[src/rtl/filter_pkg.sv]
// Shared definitions for the fixed-point low-pass filter family.
package filter_pkg;

  localparam int unsigned DEF_WIDTH     = 32;
  localparam int unsigned DEF_FRAC_BITS = 8;

  typedef enum logic {
    FILT_LOWPASS = 1'b0,
    FILT_BYPASS  = 1'b1
  } filt_mode_e;

  // Width of a channel state word: integer part plus fractional guard bits.
  function automatic int unsigned state_w(input int unsigned width, input int unsigned frac);
    return width + frac;
  endfunction

endpackage

[src/rtl/filter_lp_core.sv]
// Combinational first-order low-pass update: s_new = s + (d >>> shift), or s + d in bypass.
module filter_lp_core
  import filter_pkg::*;
#(
  parameter int unsigned WIDTH     = DEF_WIDTH,
  parameter int unsigned FRAC_BITS = DEF_FRAC_BITS,
  parameter int unsigned SHIFT_W   = 5
) (
  input  logic signed [state_w(WIDTH, FRAC_BITS)-1:0] s,
  input  logic signed [state_w(WIDTH, FRAC_BITS):0]   d,
  input  logic        [SHIFT_W-1:0]                   shift,
  input  filt_mode_e                                  mode,
  output logic signed [state_w(WIDTH, FRAC_BITS)-1:0] s_new,
  output logic signed [WIDTH-1:0]                     out_data
);

  localparam int unsigned SW = state_w(WIDTH, FRAC_BITS);

  logic signed [SW:0] s_ext;
  logic signed [SW:0] step;
  logic signed [SW:0] sum;

  // s + d equals the shifted input exactly, so bypass needs no separate x operand.
  always_comb begin
    s_ext    = {s[SW-1], s};
    step     = (mode == FILT_BYPASS) ? d : (d >>> shift);
    sum      = s_ext + step;
    s_new    = sum[SW-1:0];
    out_data = s_new[SW-1:FRAC_BITS];
  end

endmodule

[src/rtl/filter_lowpass_mc.sv]
// Multi-channel time-multiplexed first-order low-pass filter, 2-stage pipeline with
// per-channel state, same-channel forwarding and valid/ready handshaking.
module filter_lowpass_mc
  import filter_pkg::*;
#(
  parameter int unsigned WIDTH     = DEF_WIDTH,
  parameter int unsigned NUM_CH    = 4,
  parameter int unsigned FRAC_BITS = DEF_FRAC_BITS,
  parameter int unsigned SHIFT_W   = 5,
  parameter int unsigned CH_W      = (NUM_CH > 1) ? $clog2(NUM_CH) : 1
) (
  input  logic                    clk,
  input  logic                    rst,
  input  logic [SHIFT_W-1:0]      cfg_shift,
  input  logic                    cfg_bypass,
  input  logic                    clear_all,
  input  logic                    in_valid,
  output logic                    in_ready,
  input  logic [CH_W-1:0]         in_ch,
  input  logic signed [WIDTH-1:0] in_data,
  output logic                    out_valid,
  input  logic                    out_ready,
  output logic [CH_W-1:0]         out_ch,
  output logic signed [WIDTH-1:0] out_data
);

  localparam int unsigned SW = state_w(WIDTH, FRAC_BITS);
  localparam int unsigned DW = SW + 1;

  logic signed [SW-1:0] state [NUM_CH];

  logic                 p_valid;
  logic [CH_W-1:0]      p_ch;
  logic signed [DW-1:0] p_d;
  logic [SHIFT_W-1:0]   p_shift;
  filt_mode_e           p_mode;

  logic                 adv;
  logic                 xfer;
  logic                 ch_ok;
  logic                 fwd;
  logic signed [SW-1:0] s_cur;
  logic signed [SW-1:0] s_in;
  logic signed [SW-1:0] x_in;
  logic signed [DW-1:0] d_in;
  logic signed [SW-1:0] s_new;
  logic signed [WIDTH-1:0] core_out;

  // Stage 1: handshake, state read with forwarding from stage 2, difference.
  always_comb begin
    adv      = !out_valid || out_ready;
    in_ready = adv && !clear_all && rst;
    xfer     = in_valid && in_ready;
    ch_ok    = 32'(in_ch) < NUM_CH;
    fwd      = p_valid && (p_ch == in_ch);
    s_cur    = state[p_ch];
    s_in     = fwd ? s_new : state[in_ch];
    x_in     = {in_data, {FRAC_BITS{1'b0}}};
    d_in     = {x_in[SW-1], x_in} - {s_in[SW-1], s_in};
  end

  filter_lp_core #(
    .WIDTH     (WIDTH),
    .FRAC_BITS (FRAC_BITS),
    .SHIFT_W   (SHIFT_W)
  ) u_core (
    .s        (s_cur),
    .d        (p_d),
    .shift    (p_shift),
    .mode     (p_mode),
    .s_new    (s_new),
    .out_data (core_out)
  );

  // Pipeline, state array and output register; flush overrides any advance.
  always_ff @(posedge clk or negedge rst) begin
    if (!rst) begin
      for (int i = 0; i < int'(NUM_CH); i++) state[i] <= '0;
      p_valid   <= 1'b0;
      p_ch      <= '0;
      p_d       <= '0;
      p_shift   <= '0;
      p_mode    <= FILT_LOWPASS;
      out_valid <= 1'b0;
      out_ch    <= '0;
      out_data  <= '0;
    end else if (clear_all) begin
      for (int i = 0; i < int'(NUM_CH); i++) state[i] <= '0;
      p_valid   <= 1'b0;
      out_valid <= 1'b0;
    end else if (adv) begin
      p_valid <= xfer && ch_ok;
      if (xfer) begin
        p_ch    <= in_ch;
        p_d     <= d_in;
        p_shift <= cfg_shift;
        p_mode  <= cfg_bypass ? FILT_BYPASS : FILT_LOWPASS;
      end
      out_valid <= p_valid;
      if (p_valid) begin
        state[p_ch] <= s_new;
        out_ch      <= p_ch;
        out_data    <= core_out;
      end
    end
  end

endmodule

[config.mk]
export PLATFORM = sky130hd
export DESIGN_NAME = filter_lowpass_mc
export DESIGN_NICKNAME = d
export VERILOG_FILES = /design/src/rtl/filter_pkg.sv /design/src/rtl/filter_lp_core.sv /design/src/rtl/filter_lowpass_mc.sv
export SDC_FILE = /design/constraint.sdc
export NUM_CORES = 1
export LEC_CHECK = 0
export BUFFER_PORTS_ARGS = -buffer_cell sky130_fd_sc_hd__buf_2
export CELL_PAD_IN_SITES_DETAIL_PLACEMENT = 0
export CELL_PAD_IN_SITES_GLOBAL_PLACEMENT = 1
export CORE_ASPECT_RATIO = 2
export CORE_MARGIN = 2
export CORE_UTILIZATION = 25
export DETAILED_ROUTE_END_ITERATION = 8
export PLACE_DENSITY = 0.48
export SLEW_MARGIN = 10
export SYNTH_ARGS = -nofsm -noshare
export SYNTH_HDL_FRONTEND = slang
export SYNTH_SLANG_ARGS = --single-unit
[constraint.sdc]
create_clock -name clk -period 12.3 [get_ports clk]
set_input_delay 0.615 -clock clk [delete_from_list [all_inputs] [get_ports clk]]
set_output_delay 0.615 -clock clk [all_outputs]
set_load 0.005 [all_outputs]
==> metrics.csv, run 1 <==
metric;value;unit
status;finished, final reports clean;
critical setup path kind;flop to flop;
Num Clock Sinks;245;
largest net degree at the start of global routing;87;
Yosys reg bits;245;
PnR Total Power;3.429;mW
longest individual stage delay on the worst path;800;ps
most area-hungry cell type in the Yosys netlist;sky130_fd_sc_hd__dfrtp_1;
clock tree from TritonCTS;yes;
count of final setup violators;0;
Hold Crit Class;input port to flop;
area of the core;72520;µm²
Setup crit start kind;flop;
Final Net Count;2023;
via count of the first global-routing pass;16590;
Die X-Extent;195.1;µm
async set or reset register ratio after synthesis;1.000;
max-cap viol count;0;
number of distinct library cell variants in the gate-level netlist after synthesis;69;
vias;15770;
Post-Synthesis Net Count;2023;
share of synthesized area occupied by flip-flops and latches;0.3357;
maximum fanout along the worst path;43;
gate count after technology mapping;1905;
unrepaired setup endpoints after global routing;no;
endpoint required time on the critical path;12720;ps
last weighted congestion value of the routability-driven placer;0.9052;
residual DRC count;0;
post-route cell area;20620;µm²
min Tclk post-route;9377;ps
mean instance size in the synthesized netlist;9.588;µm²
area delta synth->final;12.89;%
setup total negative slack;0;ps
max-slew violation total from the final report;0;
number of DRC markers after the initial detailed-route iteration;1122;
number of top-level pins;81;
Post-DP HPWL;60520;µm
drt pass-1 iters;5;
Clock Root Buffer;sky130_fd_sc_hd__clkbuf_16;
Avg Vias per Cell;5.541;
max frequency;106.6;MHz
wire length of the first global-routing pass;115500;µm
post-synth design cell area;18270;µm²
Worst IR Drop VDD;0.09437;mV
average detailed-routed wire length per instance;27.88;µm
Final Util;0.2843;
Port Buf Inserts;80;
relative slew slack;0.2144;
power per cell area;166.3;nW/µm²
placed cell area;19620;µm²
number of buffers inserted during clock tree synthesis;27;
final hold violation count;0;
cell with the most instances on the worst path;sky130_fd_sc_hd__a21oi_1;
diodes inserted;0;
actual slew at the worst max-slew pin;1166;ps
number of instances resized during post-cts repair;0;
layout cells sized above 1;0.1809;
Clock Path Buffers;3;
starting density of the core;0.2519;
Final ANT Viol Nets;0;
GRT Total Usage;0.2092;
crit path DAT;9800;ps
Post-synth EDFFs;0;
GRT overflow;0;
maximum clock skew at final layout;18.49;ps
biggest area contributors in the synthesized netlist;sky130_fd_sc_hd__dfrtp_1 (34%), sky130_fd_sc_hd__mux4_2 (13%), sky130_fd_sc_hd__a22o_1 (5.3%);
most common cell after layout, fill and taps aside;sky130_fd_sc_hd__nand2_1;
total number of yosys warnings;0;
die boundary height;386.3;µm
Row Count;140;
dominant register cell in the synthesized netlist;sky130_fd_sc_hd__dfrtp_1;
Critical Path Sink Type;flop;
total length of routed wires;79380;µm
Yosys top cell area share;0.3357;
overall die area;75370;µm²
clk_lat worst skew;590;ps
static leakage power;9.100;nW
portion of the clock cycle consumed by the worst path in the final layout;0.7624;
top library cells by usage in the layout, fill and taps aside;sky130_fd_sc_hd__nand2_1 (254), sky130_fd_sc_hd__dfrtp_1 (240), sky130_fd_sc_hd__o21ai_0 (148), sky130_fd_sc_hd__a21oi_1 (118), sky130_fd_sc_hd__a22o_1 (110);
CP max-delay cell;sky130_fd_sc_hd__a21boi_0;
clock slew seen by the registers of the worst setup and hold paths;60;ps
CTS HTree Levels;1;
number of antenna violations at the first check in global routing;1;
[synth_stat cells (10+ instances only)]
master                       n
sky130_fd_sc_hd__nor2_1    109
sky130_fd_sc_hd__a21o_1     54
sky130_fd_sc_hd__xnor2_1    32
sky130_fd_sc_hd__clkbuf_1  113
sky130_fd_sc_hd__mux4_2    108
sky130_fd_sc_hd__nand2_1   255
sky130_fd_sc_hd__and3_1     14
sky130_fd_sc_hd__mux2i_1    60
sky130_fd_sc_hd__xor2_1     25
sky130_fd_sc_hd__o21a_1     23
sky130_fd_sc_hd__a22o_1    110
sky130_fd_sc_hd__a32o_1     14
sky130_fd_sc_hd__a21oi_1   121
sky130_fd_sc_hd__mux2_2     46
sky130_fd_sc_hd__nor2b_1    19
sky130_fd_sc_hd__o211ai_1   12
sky130_fd_sc_hd__o21ai_1    11
sky130_fd_sc_hd__a211oi_1   24
sky130_fd_sc_hd__nor3_1     24
sky130_fd_sc_hd__dfrtp_1   245
sky130_fd_sc_hd__inv_1      32
sky130_fd_sc_hd__o21ai_0   148
sky130_fd_sc_hd__a31oi_1    22
sky130_fd_sc_hd__or3_1      11
sky130_fd_sc_hd__nand3_1    33
sky130_fd_sc_hd__ha_1       72
sky130_fd_sc_hd__buf_1      25
sky130_fd_sc_hd__and2_1     14
sky130_fd_sc_hd__o21bai_1   10
sky130_fd_sc_hd__o31ai_1    14
[worst max-delay path, delay by kind of cell (launching register included)]
family,cells,cell delay (ps)
AOI/OAI and AO/OA,20,5420
xor gates and xnor gates,1,180
adders and majority gates,2,790
buffers and inverters,3,1270
DFF,1,340
muxes,3,1080
and+or+nand+nor,1,110
[final timing paths]
kind / from / end / slack (ps) / depth (start not counted)
setup / recovery: p_shift[0] / p_d[34] / 2920 / 30
hold / removal: cfg_bypass / p_mode / 230 / 3
setup reg to reg: p_shift[0] / p_d[34] / 2920 / 30
hold reg to reg: out_data[17] / out_data[17] / 480 / 2
max in group asynchronous: rst / state[89] / 9630 / 4
min in group asynchronous: rst / state[152] / 520 / 2
[cell families (layout without fill, tap and decap cells)]
logic type	after synthesis	count (layout)	share of synthesized area
compound gates	625	625	0.2315
xor+xnor	57	57	0.02733
fa+ha+maj	73	73	0.05042
buf+inv	178	197	0.03768
flops	245	245	0.3357
mux	214	214	0.1944
simple gates	513	513	0.1230
[layer usage]
| layer | wire length (µm) | track usage | up-vias | part of all wire |
|---|---|---|---|---|
| met3 | 2263 | 0.01776 | 139 | 0.029 |
| met1 | 28770 | 0.2180 | 8037 | 0.36 |
| met2 | 44240 | 0.4166 | 410 | 0.56 |
| li1 | - | - | 7188 | - |
| met5 | 0 | 0 | - | 0 |
| met4 | 4108 | 0.09938 | 0 | 0.052 |
[per-stage QoR]
stage / cells / hold slack, ps / worst slack [ps]
detailed placement: 2798 / 458.0 / 3108
finish: 2847 / 226.6 / 2923
CTS: 2847 / 201.9 / 3063
global placement: 2798 / 457.9 / 3095
global route: 2847 / 233.3 / 2303
floorplan: 1905 / 319.4 / 5142
[repair_timing]
item | 4_1_cts | 5_1_grt
endpoints found under the hold margin | 45 | 0
hold buffers | 1 | 0
buffers inserted | 0 | 0
[cell type report]
type / count / area [µm²]
clock buffers: 33 / 748.2
clock inverters: 15 / 245.2
fillers: 7704 / 51900
inverters: 34 / 127.6
multi-input cells: 1482 / 11520
flip-flops and latches: 245 / 6140
well taps: 923 / 1155
repair buffers: 115 / 678.2
[power breakdown]
part	leakage (nW)	internal, mW	switching, mW	total [mW]
Combinational	5.31	0.519	0.938	1.46
Sequential	3.30	0.907	0.121	1.03
Clock	0.484	0.559	0.386	0.945
Total	9.10	1.98	1.44	3.43
[sequential cells by signal, indices dropped and copies added, names as in the netlist]
| register | cells |
|---|---|
| state | 160 |
| p_d | 41 |
| out_data | 32 |
| p_shift | 5 |
| out_ch | 2 |
| p_ch | 2 |
| out_valid | 1 |
| p_mode | 1 |
| p_valid | 1 |
Note: power is estimated with default switching activity, not from simulation.
==> run 2: changes to the inputs <==
Settings changed: ABC_AREA from default to 1, PLACE_DENSITY 0.48 to 0.51.
Clock period 12.3 ns to 9.8 ns, I/O delays scaled along.
==> run 2 against run 1 <==
  * Critical path depth is 1 lower
  * Global-route usage is 6.5 points higher
  * Clock power is 33% higher
  * Highest routed layer is now met5
  * Largest cell class unchanged
  * Critical path type unchanged
  * Combinational power is 100% higher
  * Synthesized area is 3.5% higher
==> metrics.csv, run 2 <==
metric;value;unit;change
Gate power share;0.535;;was 0.425
Yosys top cell area share;0.3243;;was 0.3357
max-cap viol count;0;;unchanged
Final Net Count;2954;;was 2,023
worst-case setup slack after placement;1985;ps;was 3108 ps
number of DRC markers after the initial detailed-route iteration;1805;;was 1,122
Cells on Worst Hold Path;3;;unchanged
crit path DAT;8390;ps;was 9800 ps
Clock Root Buffer;sky130_fd_sc_hd__clkbuf_16;;unchanged
share of synthesized area occupied by flip-flops and latches;0.3243;;was 0.3357
Yosys reg bits;245;;unchanged
static leakage power;9.881;nW;was 9.100 nW
Clock Path Buffers;3;;unchanged
Die X-Extent;198.5;µm;was 195.1 µm
drt pass-1 iters;7;;was 5
async set or reset register ratio after synthesis;1.000;;unchanged
Avg Vias per Cell;5.357;;was 5.541
clk_lat worst skew;620;ps;was 590 ps
unrepaired setup endpoints after global routing;no;;unchanged
max frequency;126.8;MHz;was 106.6 MHz
post-synthesis compound-gate area fraction;0.2478;;was 0.2315
Clk network pwr share;0.227;;was 0.275
total length of routed wires;107400;µm;was 79,380 µm
dominant register cell in the synthesized netlist;sky130_fd_sc_hd__dfrtp_1;;unchanged
Hold Crit Class;input port to flop;;unchanged
last weighted congestion value of the routability-driven placer;1.040;;was 0.9052
average detailed-routed wire length per instance;27.78;µm;was 27.88 µm
fraction of power spent switching nets;0.5121;;was 0.4212
GRT Total Usage;0.2737;;was 0.2092
actual slew at the worst max-slew pin;1109;ps;was 1166 ps
number of instances resized during post-cts repair;0;;unchanged
number of flip-flops in the largest register;160;;unchanged
most area-hungry cell type in the Yosys netlist;sky130_fd_sc_hd__dfrtp_1;;unchanged
maximum clock skew at final layout;17.94;ps;was 18.49 ps
NetSw;2.850;mW;was 1.445 mW
largest net degree at the start of global routing;77;;was 87
min Tclk post-route;7885;ps;was 9377 ps
wire length of the first global-routing pass;151100;µm;was 115,500 µm
die boundary height;392.9;µm;was 386.3 µm
number of top-level pins;81;;unchanged
Num Clock Sinks;245;;unchanged
vias;20720;;was 15,770
status;finished, final reports clean;;unchanged
Row Count;142;;was 140
mux share of post-synthesis cell area;0.01271;;was 0.1944
Post-DP HPWL;82750;µm;was 60,520 µm
combinational family with the most area after synthesis;simple AND/OR/NAND/NOR gates;;was compound AO/OA/AOI/OAI gates
post-synth design cell area;18910;µm²;was 18,270 µm²
starting density of the core;0.2522;;was 0.2519
count of final setup violators;0;;unchanged
largest register by flop count;state;;unchanged
post-synthesis simple-gate area fraction;0.2623;;was 0.1230
portion of the clock cycle consumed by the worst path in the final layout;0.8046;;was 0.7624
Inst Count DP;3812;;was 2,798
xor and xnor area share after synthesis;0.01297;;was 0.02733
sequential power share;0.237;;was 0.300
Setup crit start kind;flop;;unchanged
Final ANT Viol Nets;0;;unchanged
clock slew seen by the registers of the worst setup and hold paths;70;ps;was 60 ps
internal power summed over all cells;2.716;mW;was 1.985 mW
final hold violation count;0;;unchanged
top library cells by usage in the layout, fill and taps aside;sky130_fd_sc_hd__nand2_1 (752), sky130_fd_sc_hd__o21ai_0 (329), sky130_fd_sc_hd__inv_1 (297), sky130_fd_sc_hd__dfrtp_1 (244), sky130_fd_sc_hd__a21oi_1 (173);;was sky130_fd_sc_hd__nand2_1 (254), sky130_fd_sc_hd__dfrtp_1 (240), sky130_fd_sc_hd__o21ai_0 (148), sky130_fd_sc_hd__a21oi_1 (118), sky130_fd_sc_hd__a22o_1 (110)
registers with the most flip-flops;state x160, p_d x41, out_data x32;;unchanged
final non-filler cell total;3867;;was 2,847
via count of the first global-routing pass;20910;;was 16,590
overall die area;77980;µm²;was 75,370 µm²
power per cell area;259.4;nW/µm²;was 166.3 nW/µm²
total number of yosys warnings;0;;unchanged
Post-Synthesis Net Count;2938;;was 2,023
Critical Path Sink Type;flop;;unchanged
cell with the most instances after synthesis;sky130_fd_sc_hd__nand2_1;;unchanged
number of antenna violations at the first check in global routing;2;;was 1
PnR Total Power;5.566;mW;was 3.429 mW
relative slew slack;0.2529;;was 0.2144
most common cell after layout, fill and taps aside;sky130_fd_sc_hd__nand2_1;;unchanged
layout cells sized above 1;0.08118;;was 0.1809
Port Buf Inserts;80;;unchanged
Post-synth EDFFs;0;;unchanged
area of the core;74980;µm²;was 72,520 µm²
GRT overflow;0;;unchanged
setup total negative slack;0;ps;unchanged
CP max-delay cell;sky130_fd_sc_hd__a21boi_0;;unchanged
CTS HTree Levels;1;;unchanged
number of distinct library cell variants in the gate-level netlist after synthesis;56;;was 69
max-slew violation total from the final report;0;;unchanged
residual DRC count;0;;unchanged
endpoint required time on the critical path;10300;ps;was 12,720 ps
critical setup path kind;flop to flop;;unchanged
biggest area contributors in the synthesized netlist;sky130_fd_sc_hd__dfrtp_1 (32%), sky130_fd_sc_hd__nand2_1 (15%), sky130_fd_sc_hd__o21ai_0 (8.7%);;was sky130_fd_sc_hd__dfrtp_1 (34%), sky130_fd_sc_hd__mux4_2 (13%), sky130_fd_sc_hd__a22o_1 (5.3%)
number of cells on the worst reg-to-reg path;29;;was 30
maximum fanout along the worst path;43;;unchanged
Adder-Cell Fraction of Synth Area;0.04871;;was 0.05042
longest individual stage delay on the worst path;640;ps;was 800 ps
area delta synth->final;13.49;%;was 12.89%
number of buffers inserted during clock tree synthesis;29;;was 27
clock tree from TritonCTS;yes;;unchanged
final setup margin;1915;ps;was 2923 ps
mean instance size in the synthesized netlist;6.705;µm²;was 9.588 µm²
Worst IR Drop VDD;0.1677;mV;was 0.09437 mV
gate count after technology mapping;2820;;was 1,905
top cells by count, synth;sky130_fd_sc_hd__nand2_1 (754), sky130_fd_sc_hd__o21ai_0 (329), sky130_fd_sc_hd__inv_1 (299);;was sky130_fd_sc_hd__nand2_1 (255), sky130_fd_sc_hd__dfrtp_1 (245), sky130_fd_sc_hd__o21ai_0 (148)
==> run 2: changes by cell type after synthesis, sizes merged, moves of 27 or more <==
cell    change
nor2       +72
a21o       -42
inv       +270
a21oi      +55
mux2       -46
a221oi     +27
nand3     +128
a22o      -109
mux4      -108
nand2     +507
mux2i      -36
o21ai     +196
o22ai     +124
==> run 2: layout make-up <==
cell class / instances / area (µm²)
Clock buffer: 38 / 819.5
Inverter: 308 / 1156
Tap cell: 1008 / 1261
Multi-Input combinational cell: 2125 / 11070
Timing Repair Buffer: 127 / 768.2
Antenna cell: 1 / 2.502
Clock inverter: 15 / 249.0
Sequential cell: 245 / 6132
Fill cell: 8491 / 53520
==> run 2: layer usage <==
layer  track usage  part of all wire  vias to the layer above
met5             0           0.00012                        -
met1        0.2752              0.35                    10130
li1              -                 -                     9600
met4        0.1955             0.084                        2
met2        0.5203              0.53                      732
met3       0.02601             0.038                      257
==> run 2: through the flow <==
stage                     hold slack [ps]  cell area [µm²]    util
after detailed placement            369.7            20380  0.2718
final                               92.08            21460  0.2862
after floorplan                     194.4            18910       -
after CTS                           67.77            21460  0.2862
after global routing                110.1            21460  0.2862
after global placement              369.0            20370  0.2717
==> run 2: timing repair <==
action	4_1_cts	5_1_grt
endpoints found under the hold margin	22	0
hold buffers	1	0
setup buffers	0	0
==> run 2: critical path, delay by kind of cell (launching register included) <==
kind	cells	cell delay [ps]
buffers and inverters	3	600
adder cells (fa/ha/maj)	2	820
AND/OR/NAND/NOR	13	2060
XOR/XNOR	1	630
multiplexers	1	420
AO/OA/AOI/OAI	9	2590
flip-flops	1	630
==> run 2: cell families after synthesis <==
| kind of cell | after synthesis |
|---|---|
| AND/OR/NAND/NOR | 1185 |
| AO/OA/AOI/OAI | 815 |
| buffers and inverters | 450 |
| flip-flops | 245 |
| adder cells (fa/ha/maj) | 73 |
| XOR/XNOR | 28 |
| multiplexers | 24 |
==> run 2: power groups by stage <==
| stage | registers [mW] | clock network [mW] | logic [mW] |
|---|---|---|---|
| 2_1_floorplan | 1.26 | 0 | 1.74 |
| 3_3_place_gp | 1.34 | 0 | 2.96 |
| 3_5_place_dp | 1.33 | 0 | 2.95 |
| 4_1_cts | 1.32 | 1.29 | 2.96 |
| 5_1_grt | 1.34 | 1.33 | 3.20 |
| 6_report | 1.32 | 1.26 | 2.98 |
==> run 2: path summary, 6_finish.rpt <==
path / slack [ps] / start / to
setup / recovery: 1910 / p_shift[0] / p_d[35]
hold / removal: 90 / cfg_shift[4] / p_shift[4]
setup reg to reg: 1910 / p_shift[0] / p_d[35]
hold reg to reg: 480 / out_data[18] / out_data[18]
max in group asynchronous: 7590 / rst / p_ch[1]
min in group asynchronous: 320 / rst / p_d[28]
